## config.mk

```make
export PLATFORM = sky130hd
export DESIGN_NAME = uart_tx_cfg
export DESIGN_NICKNAME = d
export VERILOG_FILES = /design/src/rtl/uart_pkg.sv /design/src/rtl/uart_baud_tick.sv /design/src/rtl/uart_tx_cfg.sv
export SDC_FILE = /design/constraint.sdc
export NUM_CORES = 1
export LEC_CHECK = 0
export ABC_AREA = 1
export CORE_ASPECT_RATIO = 2
export CORE_MARGIN = 1
export CORE_UTILIZATION = 63
export CTS_BUF_LIST = sky130_fd_sc_hd__clkbuf_4 sky130_fd_sc_hd__clkbuf_8 sky130_fd_sc_hd__clkbuf_16
export DETAILED_ROUTE_END_ITERATION = 16
export PLACE_DENSITY = 0.95
export SYNTH_ARGS = -nofsm -noshare
export SYNTH_HDL_FRONTEND = slang
export SYNTH_HIERARCHICAL = 1
export SYNTH_SLANG_ARGS = --single-unit
```

## constraint.sdc

```tcl
create_clock -name i_Clock -period 5.1 [get_ports i_Clock]
set_input_delay 1.02 -clock i_Clock [delete_from_list [all_inputs] [get_ports i_Clock]]
set_output_delay 1.02 -clock i_Clock [all_outputs]
set_load 0.01 [all_outputs]
```

## src/rtl/uart_pkg.sv

```systemverilog
`default_nettype none
// uart_pkg: state encoding, parity modes and config clamp bounds shared by the
// configurable UART transmitter and receiver.
package uart_pkg;

  typedef enum logic [2:0] {
    ST_IDLE    = 3'd0,
    ST_START   = 3'd1,
    ST_DATA    = 3'd2,
    ST_PARITY  = 3'd3,
    ST_STOP    = 3'd4,
    ST_CLEANUP = 3'd5
  } uart_state_t;

  localparam logic [1:0] PAR_NONE = 2'b00;
  localparam logic [1:0] PAR_EVEN = 2'b01;
  localparam logic [1:0] PAR_ODD  = 2'b10;

  localparam int MIN_DATA_BITS    = 5;
  localparam int MIN_CLKS_PER_BIT = 2;

  function automatic logic [3:0] clamp_data_bits(input logic [3:0] req,
                                                 input logic [3:0] max_bits);
    if (req < 4'(MIN_DATA_BITS)) return 4'(MIN_DATA_BITS);
    if (req > max_bits) return max_bits;
    return req;
  endfunction

endpackage
`default_nettype wire

```

## src/rtl/uart_baud_tick.sv

```systemverilog
`default_nettype none
// uart_baud_tick: loadable down-counter that strobes tick on the last cycle of
// every bit period while run is high; the period is captured on load.
module uart_baud_tick #(
  parameter int DIV_WIDTH = 16
) (
  input  logic                 clk,
  input  logic                 rst,
  input  logic                 load,
  input  logic [DIV_WIDTH-1:0] period,
  input  logic                 run,
  output logic                 tick
);

  logic [DIV_WIDTH-1:0] reload;
  logic [DIV_WIDTH-1:0] count;

  always_ff @(posedge clk or posedge rst) begin
    if (rst) begin
      reload <= '0;
      count  <= '0;
    end else if (load) begin
      reload <= period - DIV_WIDTH'(1);
      count  <= period - DIV_WIDTH'(1);
    end else if (run) begin
      if (count == '0) count <= reload;
      else             count <= count - DIV_WIDTH'(1);
    end
  end

  assign tick = run && (count == '0);

endmodule
`default_nettype wire

```

## src/rtl/uart_tx_cfg.sv

```systemverilog
`default_nettype none
// uart_tx_cfg: run-time configurable UART transmitter (5-9 data bits, even/odd
// parity, 1/2 stop bits, run-time divisor) with RS-485 driver enable.
module uart_tx_cfg
  import uart_pkg::*;
#(
  parameter int CLK_FREQ_HZ   = 48_000_000,
  parameter int MAX_DATA_BITS = 9,
  parameter int DIV_WIDTH     = 16
) (
  input  logic                     i_Clock,
  input  logic                     i_Reset,
  input  logic [DIV_WIDTH-1:0]     i_Clks_Per_Bit,
  input  logic [3:0]               i_Data_Bits,
  input  logic [1:0]               i_Parity,
  input  logic                     i_Stop_Bits,
  input  logic                     i_Tx_DV,
  input  logic [MAX_DATA_BITS-1:0] i_Tx_Byte,
  output logic                     o_Tx_Ready,
  output logic                     o_Tx_Active,
  output logic                     o_Tx_Serial,
  output logic                     o_Tx_Enable,
  output logic                     o_Tx_Done
);

  generate
    if (MAX_DATA_BITS < 5 || MAX_DATA_BITS > 9 || CLK_FREQ_HZ < 1) begin : g_bad_params
      $error("uart_tx_cfg: MAX_DATA_BITS must be 5..9 and CLK_FREQ_HZ positive");
    end
  endgenerate

  uart_state_t              state;
  logic [MAX_DATA_BITS-1:0] data_sr;
  logic [3:0]               nbits;
  logic [3:0]               bit_idx;
  logic [1:0]               par_mode;
  logic                     two_stop;
  logic                     second_stop;
  logic                     par_acc;

  logic                 accept;
  logic                 bit_run;
  logic                 tick;
  logic [DIV_WIDTH-1:0] cpb_clamped;

  assign accept      = (state == ST_IDLE) && i_Tx_DV;
  assign bit_run     = (state == ST_START) || (state == ST_DATA) ||
                       (state == ST_PARITY) || (state == ST_STOP);
  assign cpb_clamped = (i_Clks_Per_Bit < DIV_WIDTH'(MIN_CLKS_PER_BIT)) ?
                       DIV_WIDTH'(MIN_CLKS_PER_BIT) : i_Clks_Per_Bit;

  uart_baud_tick #(
    .DIV_WIDTH(DIV_WIDTH)
  ) u_baud (
    .clk    (i_Clock),
    .rst    (i_Reset),
    .load   (accept),
    .period (cpb_clamped),
    .run    (bit_run),
    .tick   (tick)
  );

  always_ff @(posedge i_Clock or posedge i_Reset) begin
    if (i_Reset) begin
      state       <= ST_IDLE;
      o_Tx_Serial <= 1'b1;
      o_Tx_Ready  <= 1'b1;
      o_Tx_Active <= 1'b0;
      o_Tx_Enable <= 1'b0;
      o_Tx_Done   <= 1'b0;
      data_sr     <= '0;
      nbits       <= 4'(MIN_DATA_BITS);
      bit_idx     <= 4'd0;
      par_mode    <= PAR_NONE;
      two_stop    <= 1'b0;
      second_stop <= 1'b0;
      par_acc     <= 1'b0;
    end else begin
      case (state)
        ST_IDLE: begin
          o_Tx_Serial <= 1'b1;
          o_Tx_Done   <= 1'b0;
          if (i_Tx_DV) begin
            data_sr     <= i_Tx_Byte;
            nbits       <= clamp_data_bits(i_Data_Bits, 4'(MAX_DATA_BITS));
            par_mode    <= i_Parity;
            two_stop    <= i_Stop_Bits;
            second_stop <= 1'b0;
            par_acc     <= 1'b0;
            bit_idx     <= 4'd0;
            o_Tx_Serial <= 1'b0;
            o_Tx_Ready  <= 1'b0;
            o_Tx_Active <= 1'b1;
            o_Tx_Enable <= 1'b1;
            state       <= ST_START;
          end else begin
            o_Tx_Ready <= 1'b1;
          end
        end

        ST_START: begin
          if (tick) begin
            o_Tx_Serial <= data_sr[0];
            par_acc     <= data_sr[0];
            data_sr     <= {1'b0, data_sr[MAX_DATA_BITS-1:1]};
            state       <= ST_DATA;
          end
        end

        ST_DATA: begin
          if (tick) begin
            // par_acc already covers every data bit once the last one is on the line
            if (bit_idx == nbits - 4'd1) begin
              if (par_mode == PAR_EVEN || par_mode == PAR_ODD) begin
                o_Tx_Serial <= par_acc ^ (par_mode == PAR_ODD);
                state       <= ST_PARITY;
              end else begin
                o_Tx_Serial <= 1'b1;
                state       <= ST_STOP;
              end
            end else begin
              o_Tx_Serial <= data_sr[0];
              par_acc     <= par_acc ^ data_sr[0];
              data_sr     <= {1'b0, data_sr[MAX_DATA_BITS-1:1]};
              bit_idx     <= bit_idx + 4'd1;
            end
          end
        end

        ST_PARITY: begin
          if (tick) begin
            o_Tx_Serial <= 1'b1;
            state       <= ST_STOP;
          end
        end

        ST_STOP: begin
          if (tick) begin
            if (two_stop && !second_stop) begin
              second_stop <= 1'b1;
            end else begin
              o_Tx_Active <= 1'b0;
              o_Tx_Enable <= 1'b0;
              o_Tx_Done   <= 1'b1;
              state       <= ST_CLEANUP;
            end
          end
        end

        ST_CLEANUP: begin
          o_Tx_Done  <= 1'b0;
          o_Tx_Ready <= 1'b1;
          state      <= ST_IDLE;
        end

        default: begin
          state       <= ST_IDLE;
          o_Tx_Serial <= 1'b1;
          o_Tx_Ready  <= 1'b1;
          o_Tx_Active <= 1'b0;
          o_Tx_Enable <= 1'b0;
          o_Tx_Done   <= 1'b0;
        end
      endcase
    end
  end

endmodule
`default_nettype wire

```

==> results of run 1 <==
power by group through the flow:
stage	clock network, W	registers [W]	logic [W]
detailed placement	0	0.000880	0.00143
global route	0.000616	0.000902	0.00166
finish	0.000583	0.000884	0.00148
floorplan	0	0.000845	0.00113
CTS	0.000588	0.000876	0.00146
global placement	0	0.000868	0.00136
metal layers:
metal / up-vias / global-route usage
met1: 1933 / 0.301
met5: - / 0
met2: 206 / 0.655
met3: 65 / 0.109
li1: 1979 / -
met4: 0 / 0.262
cell type report:
cell class,count,area (um^2),area share
flip-flops and latches,61,1530,0.315
clock inverters,1,5.00,0.00103
clock buffers,15,289,0.0594
repair buffers,42,413,0.0849
multi-input cells,445,2210,0.454
well taps,86,108,0.0221
inverters,79,310,0.0638
final timing paths:
path                       slack [ns]  depth (start not counted)           endpoint         startpoint
setup / recovery                 1.92                         14   u_baud/count[10]  i_Clks_Per_Bit[7]
hold / removal                   0.47                          2  u_baud/reload[11]  u_baud/reload[11]
setup reg to reg                 2.41                         13    u_baud/count[7]           state[1]
hold reg to reg                  0.47                          2  u_baud/reload[11]  u_baud/reload[11]
max in group asynchronous        3.11                          2        par_mode[1]            i_Reset
min in group asynchronous        1.10                          3   u_baud/count[15]            i_Reset
Yosys cell counts, drive strengths merged (5+ instances only):
cell | count | area share
a21oi | 18 | 0.023
buf | 7 | 0.014
clkbuf | 18 | 0.016
dfrtp | 57 | 0.34
ha | 6 | 0.018
inv | 78 | 0.070
mux2i | 8 | 0.019
nand2 | 201 | 0.19
nand3 | 47 | 0.065
nand4 | 8 | 0.012
nor2 | 85 | 0.087
o21ai | 42 | 0.060
xnor2 | 5 | 0.010
worst min-delay path, cell delays in order, from the launching register on:
cell                      delay [ns]
sky130_fd_sc_hd__dfrtp_1        0.32
sky130_fd_sc_hd__nand2_1        0.06
sky130_fd_sc_hd__nand2_1        0.06
cell families (layout without fill, tap and decap cells):
kind of cell               count (synthesis)  in the layout  synth area share
muxes                                      8              8            0.0192
adders and majority gates                  6              6            0.0180
DFF                                       61             61             0.367
AOI/OAI and AO/OA                         70             70             0.103
xor gates and xnor gates                   9              9            0.0189
and+or+nand+nor                          352            352             0.370
buffers and inverters                    104            137             0.105
per-stage QoR:
step	instance area, um^2	std cells	total power [W]	utilization	hold WS (ns)
finish	4860	729	0.00295	0.765	0.473
detailed placement	4570	713	0.00231	0.718	0.462
floorplan	4180	610	0.00198	-	0.442
global placement	4570	713	0.00222	0.718	0.458
CTS	4860	729	0.00292	0.765	0.475
global route	4860	729	0.00318	0.765	0.505
flip-flops by register name, summed over array words and instances, names as in the netlist:
signal,cells
bit_idx,4
data_sr,9
nbits,4
o_Tx_Done,1
o_Tx_Enable,1
o_Tx_Ready,1
o_Tx_Serial,1
par_acc,1
par_mode,2
second_stop,1
state,3
two_stop,1
u_baud/count,16
u_baud/reload,16
==> flow_results.org, run 1 <==
** Timing
- In the finished design, the share of the clock period the worst path needs comes to 0.623.
- Count of final hold-check violations :: 0
- Counting I/O delays and the setup requirement, the final critical path takes 3.18 ns.
- Worst path setup slack after routing :: ~1.9 ns
- Derived from the worst setup path, the maximum achievable clock frequency is 315 MHz.
- In the final timing run, aggregate negative setup slack is 0 ns.
- Setup repair after global routing missed its margin :: false
- In this run the tightest slew margin relative to its limit is 0.252.
- Worst-Margin Slew :: 1.12 ns
- The number of pins exceeding their max-slew limit in the final report is 0.
- Count of endpoints failing setup in the final report :: 0
- Fin Clk Skew :: between 0.006 and 0.007 ns

** Placed design
- At the end of routability-driven placement, the weighted congestion stood at 0.986.
- Detailed-placement wirelength estimate :: 7970 um
- Port buffering added 39 buffers.
- OpenSTA, run right after detailed placement, puts the worst setup slack at 1.65 ns.

** Power and ir drop
- The analysis attributes to cell leakage a power of 2.45 nW.
- The internal power of the cells totals roughly 0.0016 W.
- Sw Ratio :: 0.451
- The share of total power dissipated in the clock network is 0.198.
- For this design the ratio of total power to cell area is 607 nW/um^2.
- For this design the total switching power over the nets is 0.00133 W.
- Of the total power, combinational logic draws 0.503.
- Of the total power, registers draw 0.299.
- IR drop worst, VDD :: 0.262 mV

** Cells and area
- Compared with the post-synthesis result, the final layout area differs by 16.5%.
- Commonest non-fill, non-tap cells in the layout :: 197 x sky130_fd_sc_hd__nand2_1, 76 x sky130_fd_sc_hd__inv_1, 73 x sky130_fd_sc_hd__nor2_1
- In the final layout, the share of cells above drive strength 1 is 0.0995.
- The repair_antennas step left the layout with diodes totalling 0.
- Leading cell type in the layout, fill and taps excluded :: sky130_fd_sc_hd__nand2_1
- Fill cells in the final layout number 464.
- Nets :: 679

** CTS
- Number of buffers inserted during clock tree synthesis :: 9
- Number of H-tree branching levels :: 3
- Max Root-Sink Buffers :: 2
- TritonCTS clock tree :: built
- Clk root buf :: sky130_fd_sc_hd__clkbuf_16
- Number of buffers inserted for hold repair after clock tree synthesis :: 0
- Latest clock arrival within the worst-skew pair :: 0.33 ns
- Clock tree sinks :: 61
- Post-CTS repair changed the size of 0 cells.
- Post-CTS clock slew at the launch and capture registers of the worst setup and hold paths :: about 0.05 ns
- Post-CTS setup buffer count :: 0

** Worst setup path
- Cell family with the largest share of critical-path delay :: simple AND/OR/NAND/NOR gates
- Together, buffers and inverters on the worst path number 3.
- CP dominant cell by count :: sky130_fd_sc_hd__nand2_1
- For the worst setup path, the data required time is 5.37 ns.
- Type of the setup path with the least slack :: input port to register
- Critical Path Source Type :: input port
- The worst setup path is captured at a register.
- Cell Chain, Critical Path :: clkdlybuf4s50_1, nor4_1, nand2_1, o21a_1, inv_1, ha_1, nand2_1, nor2_2, inv_1, o21ai_0, nand3_1, nand2_1, nand2_1, nand2_1
- Arrival time of the worst setup path :: ~3.4 ns
- On the worst path, the slowest cell contributes a delay of 0.49 ns.
- CP Max Fanout :: 5
- Critical Path Slowest Stage Cell :: sky130_fd_sc_hd__clkdlybuf4s50_1

** Die
- Floorplan die area :: between 6000 and 7000 um^2
- The initial utilization of the core area, before any placement, comes to 0.656.
- 40 I/O pins were placed.
- The die is 117 um tall.
- Chip Width :: 59.6 um
- Num rows :: 41
- The total area inside the core boundary comes to 6360 um^2.

** Drt
- Final ANT Viol Nets :: 0
- After detailed routing, the met3 layer carries 516 um of wire.
- Count of vias placed by the detailed router :: 4183
- The first routing iteration left just over 300 violations.
- Highest metal layer with signal wires :: met4
- For this block, the routed nets add up to 10900 um of wire.
- Count of unresolved DRC violations after routing :: 0
- Vias per Instance :: 5.74
- The first TritonRoute pass finished after 7 iterations.
- Summed over all nets, wire length on met2 after detailed routing comes to 6080 um.
- Average detailed-routed wire length per instance :: around 15 um
- M1 WL :: 3660 um

** Synth
- Synthesis produced between 600 and 700 cells.
- Summing every instance area after synthesis gives 4180 um^2.
- Number of nets produced by synthesis :: 651
- Count of distinct cell types in the synthesized netlist :: 38
- Asr flop ratio synth :: 1.00
- EDFF count, synth :: 0
- Avg Inst Size Synth :: 6.84 um^2
- In the synthesized netlist the dominant register cell turns out to be sky130_fd_sc_hd__dfrtp_1.
- Post-synthesis register bit count :: 61
- The Yosys step of the flow raised 6 warnings.
- Share of the yosys chip area belonging to registers :: 0.367

** Run
- Max Cap Viol :: 0

** GRT
- Number of antenna violations at the first check in global routing :: 0
- The total overflow left after global routing is 0.
- Entering global routing, the biggest net connects 33 pins.
- The first global-routing pass estimated 18200 um of wire.
- The via count of the first global-routing pass came to 4217.
- Total routing resource utilization after global routing :: 0.354

** Outcome
- Result of the run :: completed

** Hold path
- The min-delay analysis places its worst path in the category register to register.
Power figures use the tool's default switching activity.
==> run 2, diff against run 1 <==
Settings changed: CORE_UTILIZATION 63 to 58, PLACE_DENSITY 0.95 to 0.89.
Clock period 5.1 ns to 3.3 ns, I/O delays scaled along.
==> flow_results.org, run 2 (synthesized netlist as in run 1, its figures left out) <==
** CTS
- Clk root buf :: sky130_fd_sc_hd__clkbuf_16
- The H-tree was split into 3 levels.
- Number of buffers inserted for hold repair after clock tree synthesis :: 0
- In this run the post-CTS setup repair buffer count came out at 0.
- Post-CTS clock slew at the launch and capture registers of the worst setup and hold paths :: roughly 0.050 ns
- Max Root-Sink Buffers :: 2
- Clock tree sinks :: 61
- Latest clock arrival within the worst-skew pair :: 0.33 ns
- Buffers inserted during clock tree synthesis total 9.
- TritonCTS built the clock tree.
- PostCTS Resize Cnt :: 0

** Timing
- Adding up every negative setup slack in the final design gives 0 ns.
- In the finished design, the share of the clock period the worst path needs comes to 0.833.
- For this run, the top clock speed supported by timing is approximately 360 MHz.
- Max-slew violation total from the final report :: 0
- Setup repair after global routing left no endpoint under its margin.
- Fin Clk Skew :: 0.00651 ns
- For the finished layout, the period the worst path requires is 2.75 ns.
- Count of endpoints failing setup in the final report :: 0
- The worst pin sits at a relative slew slack of 0.455.
- Worst-Margin Slew :: approximately 0.82 ns
- The final hold violation count came to 0.

** Die
- The die covers 7560 um^2.
- Measured along the y axis, the die boundary spans 122 um.
- Chip Width :: roughly 62 um
- The initial utilization of the core area, before any placement, comes to 0.602.
- Area inside the core boundary :: around 7000 um^2
- Num rows :: 43
- Top-level I/O count :: 40

** Worst setup path
- Walking the worst path, the cells encountered are clkdlybuf4s50_1, nor4_1, nand2_1, o21a_1, inv_1, ha_1, inv_1, nor2_1, a21oi_1, o21ai_0, nand2_1, nor2_1, nor2_1.
- The startpoint identified for the worst register-to-register timing path is state[1].
- Critical Path Slowest Stage Cell :: sky130_fd_sc_hd__clkdlybuf4s50_1
- Type of the setup path with the least slack :: input port to register
- The cell family contributing the most delay on the critical path is simple AND/OR/NAND/NOR gates.
- In this run the register-to-register setup slack is 0.78 ns.
- RR Endpoint :: u_baud/count[5]
- Worst Reg2Reg Path Length in Cells :: 12
- For the worst setup path, the data required time is 3.51 ns.
- Counting both buffers and inverters, the worst setup path holds a total of 3.
- STA classifies the critical path startpoint as an input port.
- Arrival time of the worst setup path :: 2.96 ns
- Largest stage delay, worst path :: 0.48 ns
- CP endpoint kind :: register
- CP Max Fanout :: 5
- In this design, the critical path's most frequently occurring cell is sky130_fd_sc_hd__nor2_1.

** Power and ir drop
- The share of total power dissipated in combinational logic is 0.493.
- For this design the ratio of total power to cell area is 932 nW/um^2.
- Part of the power in registers :: 0.299
- Of the total power, the share spent switching nets is 0.444.
- Static Leakage :: 2.46 nW
- Of the total power, the clock network draws 0.207.
- Internal power of the cells :: roughly 0.0025 W
- IR drop worst, VDD :: roughly 0.44 mV
- Switching power summed over all nets :: 0.00202 W

** Run
- Max-cap violations in this run came to 0.

** GRT
- The first global-routing pass estimated 17700 um of wire.
- In the global route stage, met2 resource usage came out at 0.561.
- After global routing, the most crowded layer is met2.
- Pin count of the biggest net entering global routing :: 33
- For this run the aggregate overflow at the end of global routing stands at 0.
- Number of global-route vias before repair :: roughly 4000
- Met3 Use GR :: 0.0786
- In the global route stage, overall resource usage came out at 0.322.
- Met1 Track Usage GR :: 0.318
- Number of antenna violations at the first check in global routing :: 0

** Hold path
- Path class of the lowest-slack min-delay path :: register to register
- Min-Delay Startpoint :: u_baud/reload[10]
- The worst hold path passes through 2 cells.
- The path with the worst hold slack has its endpoint at u_baud/reload[10].

** Placed design
- Detailed placement finished with a half-perimeter wire length of 8140 um.
- GPL Wtd Cong :: approximately 0.99
- Buffers placed on the I/O ports in this run total 39.
- Once placement finished, the instance area stood at 4590 um^2.
- The number of placed instances, taps included, is about 720.

** Cells and area
- The top cell types in the final layout, fill and taps aside, are 197 x sky130_fd_sc_hd__nand2_1, 76 x sky130_fd_sc_hd__inv_1, 73 x sky130_fd_sc_hd__nor2_1.
- The library cell used most frequently in the layout, excluding fill and tap cells, is sky130_fd_sc_hd__nand2_1.
- For this run, the post-layout net count is 681.
- N_diodes :: 0
- The finished layout holds 735 standard cells, fillers aside.
- Compared with the post-synthesis result, the final layout area differs by 17.1%.
- Largest registers :: u_baud/count (16), u_baud/reload (16), data_sr (9)
- After routing the design area is 4890 um^2.
- Layout cells sized above 1 :: 0.102

** Drt
- After detailed routing, the average wire length per cell comes to 14.5 um.
- After detailed routing, the number of remaining DRC violations is 0.
- Vias per Instance :: approximately 5.5
- Once detail routing completed, the nets flagged for antenna violations numbered 0.
- Summed over all layers, the routed wires come to 10600 um.
- Iteration count of the initial detailed-routing pass :: 7
- Count of vias placed by the detailed router :: 4011
- Detailed Route Iter0 Violations :: about 290

** Outcome
- Result of the run :: completed
[run 2: worst max path at each step]
stage	from	to	slack [ns]	depth (start not counted)
after detailed placement	i_Clks_Per_Bit[7]	u_baud/count[6]	0.22	13
final	i_Clks_Per_Bit[7]	u_baud/count[6]	0.55	13
after floorplan	i_Clks_Per_Bit[7]	u_baud/count[4]	1.05	10
after global placement	i_Clks_Per_Bit[14]	u_baud/count[6]	0.38	13
after CTS	i_Clks_Per_Bit[7]	u_baud/count[6]	0.56	13
after global routing	i_Clks_Per_Bit[7]	u_baud/count[10]	0.32	14
[run 2: area by class of cell]
type	instances	area, um^2
repair buffers	44	428
fillers	536	2050
clock buffers	12	254
well taps	90	113
flip-flops and latches	61	1530
clock inverters	4	47.5
inverters	79	310
multi-input cells	445	2210
[run 2: worst register-to-register path, cell delays in order, from the launching register on]
cell and delay, ns:
sky130_fd_sc_hd__dfrtp_1 0.47, sky130_fd_sc_hd__nor2_1 0.19, sky130_fd_sc_hd__inv_1 0.08, sky130_fd_sc_hd__nor2_1 0.15, sky130_fd_sc_hd__inv_1 0.10, sky130_fd_sc_hd__nor2_2 0.14, sky130_fd_sc_hd__buf_4 0.25, sky130_fd_sc_hd__inv_1 0.40
sky130_fd_sc_hd__a21oi_1 0.24, sky130_fd_sc_hd__o21ai_0 0.14, sky130_fd_sc_hd__nand2_1 0.08, sky130_fd_sc_hd__inv_1 0.05, sky130_fd_sc_hd__a21oi_1 0.15
[run 2: through the flow]
step / utilization / power [W] / setup slack [ns] / hold slack [ns]
floorplan: - / 0.00306 / 1.05 / 0.442
global placement: 0.661 / 0.00346 / 0.376 / 0.461
detailed placement: 0.661 / 0.00358 / 0.220 / 0.466
CTS: 0.705 / 0.00455 / 0.559 / 0.484
global route: 0.705 / 0.00495 / 0.321 / 0.490
finish: 0.705 / 0.00456 / 0.551 / 0.484
[run 2: power groups by stage]
stage          sequential, W  clock [W]  combinational (W)
2_1_floorplan        0.00131          0            0.00175
3_3_place_gp         0.00134          0            0.00212
3_5_place_dp         0.00136          0            0.00221
4_1_cts              0.00135   0.000952            0.00224
5_1_grt              0.00141   0.000995            0.00254
6_report             0.00136   0.000945            0.00225
[run 2: layer usage]
metal / vias to the layer above / wire (um)
li1: 1975 / -
met1: 1864 / 3710
met2: 128 / 6010
met3: 44 / 316
met4: 0 / 599
met5: - / 0
